$ cat config.mk
export PLATFORM = sky130hd
export DESIGN_NAME = pixel_arbiter
export DESIGN_NICKNAME = d
export VERILOG_FILES = /design/src/rtl/pixel_arbiter.sv
export SDC_FILE = /design/constraint.sdc
export NUM_CORES = 1
export LEC_CHECK = 0
export ABC_AREA = 1
export BUFFER_PORTS_ARGS = -buffer_cell sky130_fd_sc_hd__buf_2
export CAP_MARGIN = 20
export CORE_ASPECT_RATIO = 1.4
export CORE_MARGIN = 2
export CORE_UTILIZATION = 45
export DETAILED_ROUTE_END_ITERATION = 6
export GPL_ROUTABILITY_DRIVEN = 0
export GPL_TIMING_DRIVEN = 0
export PLACE_DENSITY = 0.69
export SETUP_SLACK_MARGIN = 0.15
export SLEW_MARGIN = 20
export SYNTH_ARGS = -nofsm -noshare
export SYNTH_HDL_FRONTEND = slang
export SYNTH_SLANG_ARGS = --single-unit
$ cat constraint.sdc
create_clock -name clk -period 4.65 [get_ports clk]
set_input_delay 0 -clock clk [delete_from_list [all_inputs] [get_ports clk]]
set_output_delay 0 -clock clk [all_outputs]
set_load 0.02 [all_outputs]
$ cat src/rtl/pixel_arbiter.sv
// Framebuffer port arbiter: display reads, a CPU pixel-write FIFO and an optional clear engine.
// Define PIXEL_ARB_CLEAR_EN to build the clear engine; without it clear_req is ignored.
module pixel_arbiter #(
  parameter int FB_AW      = 14,
  parameter int FIFO_DEPTH = 4,
  parameter int STARVE_MAX = 8
) (
  input  logic             clk,
  input  logic             rst,
  input  logic             pixel_en,
  input  logic [31:0]      pixel_addr,
  input  logic             pixel_value,
  output logic             stall,
  output logic             drop_err,
  input  logic             disp_req,
  input  logic [FB_AW-1:0] disp_addr,
  output logic             disp_grant,
  output logic             disp_valid,
  output logic             disp_data,
  output logic [FB_AW-1:0] fb_addr,
  output logic             fb_we,
  output logic             fb_wdata,
  output logic             fb_re,
  input  logic             fb_rdata,
  input  logic             clear_req,
  output logic             clear_busy
);
  localparam int IW = $clog2(FIFO_DEPTH);
  localparam int PW = IW + 1;
  localparam int CW = $clog2(STARVE_MAX + 1);

  typedef struct packed {
    logic [FB_AW-1:0] addr;
    logic             val;
  } wr_t;

  wr_t             mem [FIFO_DEPTH];
  wr_t             head;
  logic [PW-1:0]   wr_ptr, rd_ptr;
  logic [CW-1:0]   starve_cnt;
  logic            full, empty, in_range, enq;
  logic            clearing, drain_ok, force_drain, fifo_we, clear_we;
  logic [FB_AW-1:0] clear_addr;

  assign full     = (wr_ptr[PW-1] != rd_ptr[PW-1]) && (wr_ptr[IW-1:0] == rd_ptr[IW-1:0]);
  assign empty    = (wr_ptr == rd_ptr);
  assign head     = mem[rd_ptr[IW-1:0]];
  assign in_range = ~|pixel_addr[31:FB_AW];
  assign enq      = pixel_en & in_range & ~full;

  // Out-of-range writes are dropped rather than stalled, even with a full FIFO.
  assign stall    = pixel_en & in_range & full;
  assign drop_err = ~rst & pixel_en & ~in_range;

  // The clear engine owns the FIFO's slot, so the FIFO neither drains nor starves while clearing.
  assign drain_ok    = ~empty & ~clearing;
  assign force_drain = drain_ok & (starve_cnt == CW'(STARVE_MAX));
  assign disp_grant  = ~rst & disp_req & ~force_drain;
  assign fifo_we     = drain_ok & ~disp_grant;

  assign fb_re    = disp_grant;
  assign fb_we    = fifo_we | clear_we;
  assign fb_wdata = fifo_we & head.val;
  assign disp_data = disp_valid & fb_rdata;

  always_comb begin
    fb_addr = '0;
    if (disp_grant)   fb_addr = disp_addr;
    else if (fifo_we) fb_addr = head.addr;
    else if (clear_we) fb_addr = clear_addr;
  end

  always_ff @(posedge clk or posedge rst) begin
    if (rst) begin
      wr_ptr     <= '0;
      rd_ptr     <= '0;
      starve_cnt <= '0;
      disp_valid <= 1'b0;
    end else begin
      if (enq)     wr_ptr <= wr_ptr + 1'b1;
      if (fifo_we) rd_ptr <= rd_ptr + 1'b1;
      starve_cnt <= (disp_grant && drain_ok) ? starve_cnt + 1'b1 : '0;
      disp_valid <= disp_grant;
    end
  end

  always_ff @(posedge clk) begin
    if (enq) mem[wr_ptr[IW-1:0]] <= '{addr: pixel_addr[FB_AW-1:0], val: pixel_value};
  end

`ifdef PIXEL_ARB_CLEAR_EN
  typedef enum logic {IDLE, CLEAR} state_t;
  state_t state, state_nxt;

  always_ff @(posedge clk or posedge rst) begin
    if (rst) begin
      state      <= IDLE;
      clear_addr <= '0;
    end else begin
      state <= state_nxt;
      if (state == IDLE && clear_req) clear_addr <= '0;
      else if (clear_we)              clear_addr <= clear_addr + 1'b1;
    end
  end

  always_comb begin
    state_nxt = state;
    case (state)
      IDLE:  if (clear_req) state_nxt = CLEAR;
      CLEAR: if (clear_we && clear_addr == '1) state_nxt = IDLE;
      default: state_nxt = IDLE;
    endcase
  end

  always_comb begin
    clearing   = (state == CLEAR);
    clear_busy = clearing;
    clear_we   = clearing & ~disp_grant;
  end
`else
  logic unused_clear;
  assign unused_clear = clear_req;
  assign clearing     = 1'b0;
  assign clear_we     = 1'b0;
  assign clear_busy   = 1'b0;
  assign clear_addr   = '0;
`endif
endmodule

==> results of run 1 <==
[state kept, by name (all words and copies together), names as in the netlist]
name	flops
rd_ptr	3
disp_valid	1
mem	60
wr_ptr	3
starve_cnt	4
[cell type report]
type,count,area [um2]
timing repair buffer,92,563
inverter,17,63.8
clock buffer,10,128
clock inverter,6,85.1
multi-input combinational,188,947
buffer,13,78.8
tap,95,119
fill,589,2830
sequential,71,2080
[worst register-to-register path, stage by stage (launching register included)]
cell and delay [ns]:
dfrtp_1 0.42, xnor2_1 0.23, nand3b_1 0.24, nand3_1 0.30, nor2_2 0.76
[stage by stage]
step | utilization [%] | instances | hold WS, ns | instance area [um2]
final | 58.9 | 492 | 0.0452 | 4060
after global routing | 58.9 | 492 | 0.0698 | 4060
after CTS | 58.9 | 492 | 0.0402 | 4060
after detailed placement | 53.5 | 460 | 0.0447 | 3690
after global placement | 52.8 | 457 | 0.0388 | 3640
after floorplan | - | 289 | -0.131 | 3160
[worst paths after layout]
path	start	to	slack, ns	cells after the start
worst min-delay path	pixel_en	wr_ptr[0]$_DFFE_PP0P_	0.05	5
max in group asynchronous	rst	starve_cnt[2]$_DFF_PP0_	4.10	3
worst max-delay path	wr_ptr[2]$_DFFE_PP0P_	mem[2][12]$_DFFE_PP_	2.31	4
min in group asynchronous	rst	starve_cnt[3]$_DFF_PP0_	0.22	3
worst max register to register	wr_ptr[2]$_DFFE_PP0P_	mem[2][12]$_DFFE_PP_	2.31	4
worst min register to register	starve_cnt[0]$_DFF_PP0_	starve_cnt[0]$_DFF_PP0_	0.49	1
[cells by family after synthesis]
group,synth area share [%]
other,0.119
XOR/XNOR,2.46
AND/OR/NAND/NOR,15.7
buffers and inverters,4.52
AO/OA/AOI/OAI,8.64
flip-flops,65.8
adder cells (fa/ha/maj),2.77
[synth_stat cells (all sizes together) (5+ instances only)]
library cell	instances	area (um2)
o22ai	14	87.6
ha	7	87.6
dfrtp	11	275
buf	5	48.8
nand3	8	45.0
xnor2	5	51.3
inv	17	63.8
nor2	52	195
clkbuf	8	30.0
edfxtp	60	1800
o21ai	32	164
nand2	59	221
[routing by layer]
metal,track usage [%],vias to the layer above
met4,9.34,0
li1,-,1185
met3,2.74,13
met1,20.6,1096
met5,0,-
met2,35.2,74
[report_power, final]
group / total, W / internal [W] / switching (W) / leakage, nW
combinational: 0.000736 / 0.000256 / 0.000480 / 0.901
sequential: 0.000725 / 0.000707 / 0.0000189 / 0.685
clock: 0.000522 / 0.000300 / 0.000222 / 0.104
total: 0.00198 / 0.00126 / 0.000721 / 1.69
==> run summary, run 1 <==
Status - finished clean
Syn Nets - 349
Root buffer cell - clkbuf_8
CP Class - flop to flop
Clk_lat worst skew - 0.34 ns
Met3 WL - 337 um
DRT Pass-1 Iters - 4
Largest net degree at the start of global routing - 16
DP Worst Slack - 2.29 ns
Leading cell types in the layout, fill and taps excluded - buf_2 (73), edfxtp_1 (60), nand2_1 (59), nor2_1 (48), o21ai_0 (31)
Via count - 2368
H-tree lvl count - 3
Post-route setup slack - 2.31 ns
Number of buffers created by CTS - 9
Unrepaired setup endpoints after global routing - false
Worst-margin pin slew - 0.878 ns
Mapped Avg Cell Area - 10.9 um2
Resized Gates After CTS - 0
Initial antenna violation count - 0
CP max stage delay - 0.76 ns
Max layer used - met4
Register area share after synthesis - 65.8%
Met1 WL - 2810 um
Fin crit share - 50.3%
Synth async-reset ratio - 15.5%
Congestion Overflow GR - 0
Max Cap Viol - 0
Critical Path Start Type - flop
Final HPWL DP - 4750 um
Setup bufs post-CTS - 0
VDD IR-drop max - 0.000397 V
Pwr dens - 489 nW/um2
Clk buf depth - 2
Vias in the first global route - 2226
Synth warnings - 0
CTS tree - done
Max FO, Critical Path - 15
Met2 Wirelength - 3770 um
NumNets Final - 452
Share of layout cells above drive strength 1 - 26.4%
First-pass GRT wire length - 10400 um
Leakage - 1.69 nW
Total I/O pin count - 76
Fmax - 427 MHz
Number of synthesized flops with an enable pin - 60
Clock-pin slew on the worst setup and hold paths - 0.07 ns
CP cell instances - xnor2_1 > nand3b_1 > nand3_1 > nor2_2
Ys flop type - edfxtp_1
GRT Util Overall - 19.0%
Data arrival, critical path - 2.30 ns
Design Power - 0.00198 W
Clk_skew - 0.00683 ns
First DRT Iteration DRCs - 82
Area Overhead vs Synth - 28.7%
Routed Antenna Nets - 0
Top Family by Delay on Critical Path - simple AND/OR/NAND/NOR gates
Tmin final - 2.34 ns
Distinct cells, synth - 26
Row cnt - 36
Fin Setup TNS - 0 ns
Worst path slowest cell - nor2_2
Final hold vios - 0
Commonest non-fill, non-tap cell in the layout - buf_2
CORE AREA - 6890 um2
Seq cells post-synth - 71
CTS Sinks - 71
Wire per inst - 14.4 um
Post-Syn Instances - 289
Die Ht - 103 um
Count of buffer and inverter cells on the critical path - 0
Die X - 74.8 um
Critical path capture point type - flop
Final setup viols - 0
Synthesized cell area - 3160 um2
Drt via density - 4.81
Ant. Diodes - 0
Max-Slew Margin vs Limit - 41.4%
Detailed-route DRC error count - 0
IO buf count - 73
CP Data Required Time - 4.61 ns
Worst Hold Class - input port to flop
Hold-fix buffers, CTS - 16
DIE AREA - 7710 um2
Initial core utilization - 45.8%
Slew Viols, Final - 0
Final wirelength - 7070 um
Note: power is estimated with default switching activity, not from simulation.
==> inputs of run 2 (changes only) <==
--- a/config.mk
+++ b/config.mk
@@ -5,7 +5,7 @@
 export SDC_FILE = /design/constraint.sdc
 export NUM_CORES = 1
 export LEC_CHECK = 0
-export ABC_AREA = 1
+export ABC_AREA = 0
 export BUFFER_PORTS_ARGS = -buffer_cell sky130_fd_sc_hd__buf_2
 export CAP_MARGIN = 20
 export CORE_ASPECT_RATIO = 1.4
==> constraint.sdc (replaced) <==
create_clock -name clk -period 2.38 [get_ports clk]
set_input_delay 0 -clock clk [delete_from_list [all_inputs] [get_ports clk]]
set_output_delay 0 -clock clk [all_outputs]
set_load 0.02 [all_outputs]
==> run 2 against run 1 <==
Compared with the run above: combinational power increased by 92%; wire length fell by 11%; critical path depth rose by 3; power rose by 93%; non-clock buffer count down 2; worst hold slack gained 0.016 ns; critical endpoint is now fb_addr[11]; highest routed layer unchanged.
==> run summary, run 2 <==
Tmin final - 2.19 ns
IO buf count - 73
Total I/O pin count - 76
R2r setup slk - 0.22 ns
CP Class - flop to primary output
NumNets Final - 336
Clk_skew - 0.00836 ns
Share of layout cells above drive strength 1 - 45.9%
Synth top area cells - edfxtp_1 (58%), mux4_2 (11%), dfrtp_1 (8.9%)
Post-Synth XOR/XNOR Area - 3.33%
Clk buf depth - 2
CTS Sinks - 71
Distinct cells, synth - 32
Synthesized cell area - 3080 um2
Unrepaired setup endpoints after global routing - true
Slew Viols, Final - 0
R2r endpoint - mem[2][14]$_DFFE_PP_
Via count - 1903
CTS tree - done
Grt peak-use layer - met2
Seq cells post-synth - 71
Final hold vios - 0
Wire per inst - 16.8 um
Congestion Overflow GR - 0
Syn Nets - 230
GR Layer Usage met3 - 4.04%
Leading cell types in the layout, fill and taps excluded - buf_2 (61), edfxtp_1 (60), dlygate4sd3_1 (16), mux4_2 (15)
Clk_lat worst skew - 0.34 ns
CORE AREA - 6610 um2
Pwr dens - 934 nW/um2
Ant. Diodes - 0
Row cnt - 35
DRT Pass-1 Iters - 4
Critical path capture point type - primary output
Final HPWL DP - 3980 um
Number of synthesized flops with an enable pin - 60
Worst setup path start - rd_ptr[0]$_DFFE_PP0P_
Drt via density - 5.10
Synth warnings - 0
Number of buffers created by CTS - 9
H-tree lvl count - 3
First DRT Iteration DRCs - 72
Data arrival, critical path - 2.19 ns
Critical Path Start Type - flop
Commonest non-fill, non-tap cell in the layout - buf_2
Fin crit share - 92.1%
Root buffer cell - clkbuf_8
Met2 Use GR - 32.1%
Top post-synthesis cells by count - edfxtp_1 (60), mux4_2 (15), a22o_1 (14), dfrtp_1 (11)
Routed Antenna Nets - 0
Synth async-reset ratio - 15.5%
Initial core utilization - 46.6%
Design Power - 0.00384 W
Max Cap Viol - 0
VDD IR-drop max - 0.000764 V
Hold path cells - 4
CP Data Required Time - 2.38 ns
Clock-pin slew on the worst setup and hold paths - 0.08 ns
Die Ht - 102 um
Worst Hold Class - input port to flop
Ys flop type - edfxtp_1
Fmax - 456 MHz
Initial antenna violation count - 0
Compound-Gate Fraction of Synth Area - 5.04%
Leakage - 1.62 nW
Max FO, Critical Path - 6
Adder-cell share of the synthesized area - 2.84%
Post-synth top area share - 58.5%
Synth area leader - edfxtp_1
Register area share after synthesis - 67.4%
Mapped Avg Cell Area - 18.1 um2
CP endpoint - fb_addr[11]
Vias in the first global route - 1956
Area Overhead vs Synth - 33.5%
Final setup viols - 0
Detailed-route DRC error count - 0
GRT Util Overall - 17.7%
First-pass GRT wire length - 9490 um
Status - finished clean
Largest family of logic cells by synthesized area - multiplexers
Mux cell area share after synthesis - 11.7%
Post-Syn Instances - 170
Final wirelength - 6270 um
Largest register FFs - 60
Fin Setup TNS - 0 ns
Die X - 73.9 um
Most frequent cell after synthesis - edfxtp_1
GR Util met1 - 20.4%
DIE AREA - 7530 um2
Post-synthesis simple-gate area fraction - 6.58%
Largest net degree at the start of global routing - 16
R2R cell count - 5
R2R Path Start - rd_ptr[1]$_DFFE_PP0P_
==> run 2: worst min-delay path by stage <==
stage,end,startpoint,slack (ns)
after CTS,wr_ptr[2]$_DFFE_PP0P_,pixel_en,0.06
after global routing,wr_ptr[2]$_DFFE_PP0P_,pixel_en,0.08
after detailed placement,starve_cnt[3]$_DFF_PP0_,rst,0.03
after floorplan,disp_valid$_DFF_PP0_,rst,-0.15
after global placement,starve_cnt[3]$_DFF_PP0_,rst,0.03
final,wr_ptr[2]$_DFFE_PP0P_,pixel_en,0.06
==> run 2: worst max-delay path, stage by stage (launching register included) <==
cell	delay (ns)
dfrtp_1	0.40
buf_8	0.14
xor2_4	0.18
or3_4	0.41
a21oi_4	0.25
buf_8	0.17
a22o_1	0.18
buf_6	0.13
==> run 2: timing repair <==
action	CTS	global route
hold buffers	16	0
setup endpoints to repair	69	72
endpoints found under the hold margin	71	0
resized for setup	6	30
pin swaps	2	12
setup buffers	2	3
gates cloned	0	1
==> run 2: logic make-up (layout without fill, tap and decap cells) <==
logic type / count (synthesis) / in the layout
flip-flops: 71 / 71
AND/OR/NAND/NOR: 33 / 33
multiplexers: 17 / 17
AO/OA/AOI/OAI: 16 / 16
buffers and inverters: 15 / 126
XOR/XNOR: 10 / 10
adder cells (fa/ha/maj): 7 / 7
other: 1 / 1
==> run 2: routing by layer <==
metal  vias to the layer above  part of all wire [%]
met5                         -                     0
met4                         0                   1.3
met3                        10                   4.9
met2                        65                    56
met1                       948                    38
li1                        880                     -
==> run 2: cell type report <==
| type | count | area, um2 |
|---|---|---|
| Fill cell | 477 | 2500 |
| Inverter | 7 | 26.3 |
| Multi-Input combinational cell | 84 | 940 |
| Clock inverter | 7 | 87.6 |
| Sequential cell | 71 | 2080 |
| Tap cell | 92 | 115 |
| Clock buffer | 9 | 124 |
| Buffer | 8 | 80.1 |
| Timing Repair Buffer | 95 | 663 |
==> run 2: where the power goes <==
part / leakage, nW / internal (W) / switching, W
combinational: 0.844 / 0.000741 / 0.000673
sequential: 0.679 / 0.00138 / 0.0000295
clock: 0.100 / 0.000580 / 0.000434
==> run 2: metrics by stage <==
| step | utilization [%] | instances | hold slack, ns | area (um2) | worst slack, ns |
|---|---|---|---|---|---|
| floorplan | - | 170 | -0.148 | 3080 | 0.382 |
| global placement | 53.9 | 335 | 0.0304 | 3560 | -0.0633 |
| detailed placement | 53.9 | 335 | 0.0331 | 3560 | -0.0481 |
| finish | 62.2 | 373 | 0.0608 | 4110 | 0.189 |
| CTS | 60.0 | 369 | 0.0632 | 3970 | 0.147 |
| global route | 62.2 | 373 | 0.0786 | 4110 | 0.0987 |
